--- config.mk ---
export PLATFORM = sky130hd
export DESIGN_NAME = sram_arbiter
export DESIGN_NICKNAME = d
export VERILOG_FILES = /design/src/rtl/sram_arbiter_pkg.sv /design/src/rtl/sram_arbiter.sv
export SDC_FILE = /design/constraint.sdc
export NUM_CORES = 1
export LEC_CHECK = 0
export CAP_MARGIN = 0
export CORE_ASPECT_RATIO = 1.5
export CORE_MARGIN = 2
export CORE_UTILIZATION = 43
export CTS_CLUSTER_SIZE = 16
export DETAILED_ROUTE_END_ITERATION = 7
export MAX_ROUTING_LAYER = met4
export PLACE_DENSITY_LB_ADDON = 0.05
export SYNTH_ARGS = -nofsm -noshare
export SYNTH_HDL_FRONTEND = slang
export SYNTH_SLANG_ARGS = --single-unit
--- constraint.sdc ---
create_clock -name clk -period 3.85 [get_ports clk]
set_clock_uncertainty 0.05 [all_clocks]
set_input_delay 0.5775 -clock clk [delete_from_list [all_inputs] [get_ports clk]]
set_output_delay 0.5775 -clock clk [all_outputs]
set_load 0.005 [all_outputs]
--- src/rtl/sram_arbiter_pkg.sv ---
// Shared encodings for the SRAM arbiter: FSM states, access owner, default address width.
package sram_arbiter_pkg;

  localparam logic [1:0] IDLE   = 2'd0;
  localparam logic [1:0] ACCESS = 2'd1;
  localparam logic [1:0] DONE   = 2'd2;

  localparam logic OWN_IF  = 1'b0;
  localparam logic OWN_MEM = 1'b1;

  localparam int SRAM_ADDR_W = 20;

  // Counter must hold 0..n-1 and never collapse to zero width.
  function automatic int cnt_width(input int n);
    return (n > 2) ? $clog2(n) : 1;
  endfunction

endpackage

--- src/rtl/sram_arbiter.sv ---
// Single-port SRAM arbiter: MEM-priority grant, fixed-length SRAM access,
// registered read data with a one-cycle ready pulse per port.
module sram_arbiter
  import sram_arbiter_pkg::*;
#(
  parameter int WAIT_CYCLES = 2,
  parameter int ADDR_W      = SRAM_ADDR_W
) (
  input  logic              clk,
  input  logic              rst,
  input  logic              if_req,
  input  logic [31:0]       if_addr,
  output logic [31:0]       if_rdata,
  output logic              if_ready,
  input  logic              mem_req,
  input  logic              mem_we,
  input  logic [3:0]        mem_be,
  input  logic [31:0]       mem_addr,
  input  logic [31:0]       mem_wdata,
  output logic [31:0]       mem_rdata,
  output logic              mem_ready,
  output logic              stall_req,
  output logic [ADDR_W-1:0] sram_addr,
  output logic [31:0]       sram_dq_o,
  output logic              sram_dq_oe,
  input  logic [31:0]       sram_dq_i,
  output logic              sram_ce_n,
  output logic              sram_oe_n,
  output logic              sram_we_n,
  output logic [3:0]        sram_be_n
);

  localparam int CNT_W = cnt_width(WAIT_CYCLES);
  localparam logic [CNT_W-1:0] CNT_LAST = CNT_W'(WAIT_CYCLES - 1);

  logic [1:0]        r_state;
  logic [CNT_W-1:0]  r_cnt;
  logic              r_owner;
  logic              r_we;
  logic [3:0]        r_be;
  logic [ADDR_W-1:0] r_addr;
  logic [31:0]       r_wdata;
  logic [31:0]       r_if_rdata;
  logic [31:0]       r_mem_rdata;
  logic              r_if_ready;
  logic              r_mem_ready;

  logic w_access;
  logic w_last;
  logic w_unused;

  assign w_access = (r_state == ACCESS);
  assign w_last   = (r_cnt == CNT_LAST);
  assign w_unused = ^{if_addr[31:ADDR_W+2], if_addr[1:0], mem_addr[31:ADDR_W+2], mem_addr[1:0]};

  always_ff @(posedge clk or negedge rst) begin
    if (!rst) begin
      r_state     <= IDLE;
      r_cnt       <= '0;
      r_owner     <= OWN_IF;
      r_we        <= 1'b0;
      r_be        <= 4'h0;
      r_addr      <= '0;
      r_wdata     <= '0;
      r_if_rdata  <= '0;
      r_mem_rdata <= '0;
      r_if_ready  <= 1'b0;
      r_mem_ready <= 1'b0;
    end else begin
      r_if_ready  <= 1'b0;
      r_mem_ready <= 1'b0;
      case (r_state)
        IDLE: begin
          // MEM wins ties: it belongs to the older instruction in the pipe.
          if (mem_req) begin
            r_owner <= OWN_MEM;
            r_addr  <= mem_addr[ADDR_W+1:2];
            r_we    <= mem_we;
            r_be    <= mem_be;
            r_wdata <= mem_wdata;
            r_cnt   <= '0;
            r_state <= ACCESS;
          end else if (if_req) begin
            r_owner <= OWN_IF;
            r_addr  <= if_addr[ADDR_W+1:2];
            r_we    <= 1'b0;
            r_be    <= 4'hF;
            r_cnt   <= '0;
            r_state <= ACCESS;
          end
        end
        ACCESS: begin
          if (w_last) begin
            if (!r_we) begin
              if (r_owner == OWN_MEM) r_mem_rdata <= sram_dq_i;
              else                    r_if_rdata  <= sram_dq_i;
            end
            r_mem_ready <= (r_owner == OWN_MEM);
            r_if_ready  <= (r_owner == OWN_IF);
            r_state     <= DONE;
          end else begin
            r_cnt <= r_cnt + 1'b1;
          end
        end
        DONE:    r_state <= IDLE;
        default: r_state <= IDLE;
      endcase
    end
  end

  // Write strobe releases one cycle early so data is held past the we_n rising edge.
  assign sram_ce_n  = ~w_access;
  assign sram_oe_n  = ~(w_access & ~r_we);
  assign sram_we_n  = ~(w_access & r_we & ~w_last);
  assign sram_be_n  = w_access ? (r_we ? ~r_be : 4'h0) : 4'hF;
  assign sram_dq_oe = w_access & r_we;
  assign sram_addr  = r_addr;
  assign sram_dq_o  = r_wdata;

  assign if_rdata  = r_if_rdata;
  assign if_ready  = r_if_ready;
  assign mem_rdata = r_mem_rdata;
  assign mem_ready = r_mem_ready;
  assign stall_req = (if_req & ~r_if_ready) | (mem_req & ~r_mem_ready);

endmodule
# Yosys cells after proc, flatten, opt, wreduce, memory -nomap -nowiden
# Index checks and enable logic that the tools add are counted.
# totals
mem_bits_ro	0
latchBits	0
n_memories	0
out_inout_bits	127
ramBits	0
elab_cells	59
inputBits	137
ff_bits	127
# classes
mux	20
eq_ne	3
multipliers	0
div_mod_pow	0
add_sub_neg	1
n_reduce_logical	9
n_bitwise	15
shifts	0
order_cmp	0
# op_table
operator	count
$mux W20	2
$mux W4	4
$mux W1	9
$not A1 Y1	8
$reduce_and A2 Y1	4
$reduce_and A4 Y1	2
$mux W2	3
$and A1 B1 Y1	5
$not A4 Y4	1
$pmux W2 S2	1
$reduce_bool A2 Y1	2
$ne A3 B3 Y1 const B	1
$eq A2 B1 Y1 const B	1
$logic_not A2 Y1	1
$ne A2 B2 Y1 const B	1
$pmux W1 S2	1
$add A1 B1 Y1 const B	1
$or A1 B1 Y1	1

# Logic depth before layout (Yosys ltp)
# depth
depth_word	4
depth_mapped	4
mapped_depth_nobuf	3

# Least setup slack after synthesis
# No wires, ideal clock.
# synth_path
kind	register -> output
start	register r_state[0]
end	output sram_we_n
arrival_time_ns	1.200
slack_ns	2.023
required_ns	3.222
stages_incl_launch_ff	4
path_cell_list	dfrtp_1 -> nor2b_1 -> inv_2 -> or3_1
# synth_between
elab_chain_cells	4
# synth_rtl
element	line_no	source
from (decl)	sram_arbiter.sv:36	logic [1:0] r_state;
from (signal assigned)	sram_arbiter.sv:58	r_state <= IDLE;
from (signal assigned)	sram_arbiter.sv:82	r_state <= ACCESS;
from (signal assigned)	sram_arbiter.sv:89	r_state <= ACCESS;
$eq A2 B1 Y1	sram_arbiter.sv:52	assign w_access = (r_state == ACCESS);
$and A1 B1 Y1 (2 in series)	sram_arbiter.sv:114	assign sram_we_n = ~(w_access & r_we & ~w_last);
$not A1 Y1	sram_arbiter.sv:114	
to (decl)	sram_arbiter.sv:29	output logic sram_we_n,
# No other way between the ends.

# Final worst setup path
# Same ends and word-level chain as after synthesis.

==> results.py <==
metrics = {
    "outcome": {
        "outcome": "completed",
    },
    "finish": {
        "num_antenna_cells": 0,
        "area_growth_pct": 62.5,
        "finalNonFillerCells": 723,
        "final_cell_mix": "clkdlybuf4s50_1, mux2_2, dfrtp_1, clkbuf_16",
        "fillCellCount": 840,
        "drive_gt1_share_pct": 31.1,
        "layout_commonest_cell": "clkdlybuf4s50_1",
        "nets": 697,
        "final_util_pct": 71.5,
    },
    "power": {
        "power_density_nw_per_um2": 843,
        "ir_drop_uv": 461,
        "internal-power_uw": 5050,
        "p_switching_uw": 1860,
        "power_frac_clock_pct": 23.7,
        "switching_share_pct": 26.9,
        "p_leak_uw": 0.00339,
        "power_frac_seq_pct": 34.6,
        "combPwrFrac_pct": 41.6,
    },
    "grt": {
        "antenna_found_initial": 0,
        "overflow": 0,
        "grt_max_degree": 65,
        "first_global_vias": 3849,
        "grt_usage_pct": 20.2,
        "grt_pass1_wl_um": 18900,
    },
    "sta": {
        "fmax_ghz": 0.350,
        "hold_viol": 0,
        "slew_violations": 0,
        "setup_tns_ns": 0,
        "final.min_clock_period_ns": 2.86,
        "max-slew-margin-rel_pct": 45.9,
        "min_period_over_period_pct": 74.2,
        "setup_viol": 0,
        "rsz0062_at_grt": "no",
        "worst_slew_pin_slew_ns": 0.811,
    },
    "synth": {
        "netlist_area_um2": 5050,
        "yosysWarnings": 0,
        "synth-seq-cells": 127,
        "avgSynthCellArea_um2": 16.3,
        "synth_fp_nets": 446,
        "seq_area_frac_synth_pct": 62.9,
        "ys_types": 22,
        "synth_cells": 309,
    },
    "placement": {
        "dp_hpwl_um": 8920,
        "gp_congestion": 0.746,
        "io_buffers": 239,
        "dp.cells": 691,
    },
    "hold_path": {
        "hp-class": "input port to asynchronous set/reset pin",
    },
    "clock_network": {
        "holdBufCountCts": 0,
        "cts_tree": "done",
        "cts-root-buf": "clkbuf_16",
        "worstSkewPairLatency_ns": 0.40,
        "clockBufferDepth": 2,
        "clock-sinks": 127,
        "ctsHtreeMaxLevel": 4,
        "clk_pin_slew_ns": 0.06,
        "postCtsSetupRepairBufs": 0,
        "post_cts_resized": 0,
        "cts_buffers": 17,
    },
    "critical_path": {
        "end_kind": "output port",
        "critical_path_arrival_ns": 2.23,
        "cp-start-kind": "flop",
        "required_ns": 3.22,
        "rr_worst_depth": 4,
        "regToRegStartpoint": "r_state[1]$_DFFE_PN0P_",
        "crit_type": "flop to output port",
        "cp_max_fo": 8,
        "r2r-end": "mem_rdata[7]$_DFFE_PN0P_",
        "r2r_slack_ns": 1.62,
    },
    "floorplanning": {
        "initial_core_util_pct": 44.0,
        "rows": 48,
        "core_area_um2": 11500,
        "die_w_um": 92.5,
        "io_pins": 264,
        "die_h_um": 137,
        "die_area_um2": 12600,
    },
    "drt": {
        "antenna_left": 0,
        "vias": 3510,
        "drc": 0,
        "drt_iter0_drc": 69,
        "dr.pass1.iters": 4,
        "via_per_inst": 4.85,
        "wl_per_cell_um": 16.8,
        "drt-total-wl_um": 12100,
    },
    "flow_run": {
        "drv_cap": 0,
    },
}
-- how the worst max path moves through the flow --
stage,startpoint,endpoint,slack (ns)
after global placement,if_req,stall_req,1.36
after global routing,r_state[0]$_DFFE_PN0P_,sram_we_n,0.85
after CTS,r_state[0]$_DFFE_PN0P_,sram_we_n,0.94
after floorplan,r_state[0]$_DFFE_PN0P_,sram_we_n,2.02
after detailed placement,if_req,stall_req,1.36
final,r_state[0]$_DFFE_PN0P_,sram_we_n,0.99
-- layout make-up --
class                           count  area (um2)  area share, %
Sequential cell                   127        3180           38.7
Inverter                            5        18.8          0.229
Multi-Input combinational cell    164        1750           21.3
Clock buffer                       18         439           5.35
Tap cell                          150         188           2.29
Timing Repair Buffer              245        2450           29.8
Clock inverter                     14         180           2.20
-- registers in the layout, indices dropped and copies added, names as in the netlist --
name and count:
if_rdata 32, sram_dq_o 32, r_be 4, r_owner 1, sram_addr 20, r_state 2, mem_rdata 32, r_cnt 1
r_we 1, mem_ready 1, if_ready 1
-- worst max-delay path, cell delays in order, from the launching register on --
cell and delay, ns:
dfrtp_1 0.47, nor2b_1 0.45, inv_2 0.10, or3_1 0.32, clkdlybuf4s50_1 0.49
-- kinds of logic (layout without fill, tap and decap cells) --
logic type | after synthesis | count (layout) | synth area share (%)
mux | 136 | 136 | 30.3
flops | 127 | 127 | 62.9
buf+inv | 18 | 282 | 2.38
compound gates | 15 | 15 | 2.11
simple gates | 13 | 13 | 2.23
-- layer usage --
| layer | vias to the layer above | global-route usage [%] | part of all wire [%] |
|---|---|---|---|
| met1 | 1745 | 22.8 | 39 |
| li1 | 1608 | - | - |
| met3 | 11 | 6.06 | 6.3 |
| met5 | - | - | 0 |
| met4 | 0 | 7.46 | 1.3 |
| met2 | 146 | 33.9 | 54 |
-- synthesized netlist by cell type --
library cell / instances / area, um2
mux2_2: 132 / 1490
dfrtp_1: 127 / 3180
buf_4: 8 / 60.1
o21ai_0: 6 / 30.0
mux2_1: 4 / 45.0
o22a_1: 4 / 35.0
buf_6: 3 / 33.8
inv_1: 3 / 11.3
nand2_1: 3 / 11.3
nor2_1: 3 / 11.3
a21o_1: 2 / 15.0
clkbuf_1: 2 / 7.51
inv_2: 2 / 7.51
nor3_4: 2 / 32.5
a21boi_2: 1 / 11.3
a22o_1: 1 / 8.76
and3_1: 1 / 6.26
nand3b_4: 1 / 20.0
nor2b_1: 1 / 6.26
nor3b_4: 1 / 18.8
o22ai_1: 1 / 6.26
or3_1: 1 / 6.26
-- power by group through the flow --
| stage | Clock, uW | Sequential [uW] | Combinational (uW) |
|---|---|---|---|
| after detailed placement | 0 | 2420 | 2920 |
| after floorplan | 0 | 2440 | 1140 |
| after global routing | 1750 | 2490 | 3080 |
| final | 1640 | 2400 | 2880 |
| after global placement | 0 | 2380 | 2870 |
| after CTS | 1690 | 2410 | 2940 |
-- per-stage QoR --
stage | area (um2) | setup slack, ns | power [uW] | hold WS (ns)
4_1_cts | 8200 | 0.938 | 7030 | 0.235
5_1_grt | 8200 | 0.851 | 7310 | 0.283
6_report | 8200 | 0.992 | 6920 | 0.221
2_1_floorplan | 5050 | 2.02 | 3590 | 0.232
3_3_place_gp | 7580 | 1.36 | 5260 | 0.417
3_5_place_dp | 7580 | 1.36 | 5340 | 0.424
Power figures use the tool's default switching activity.
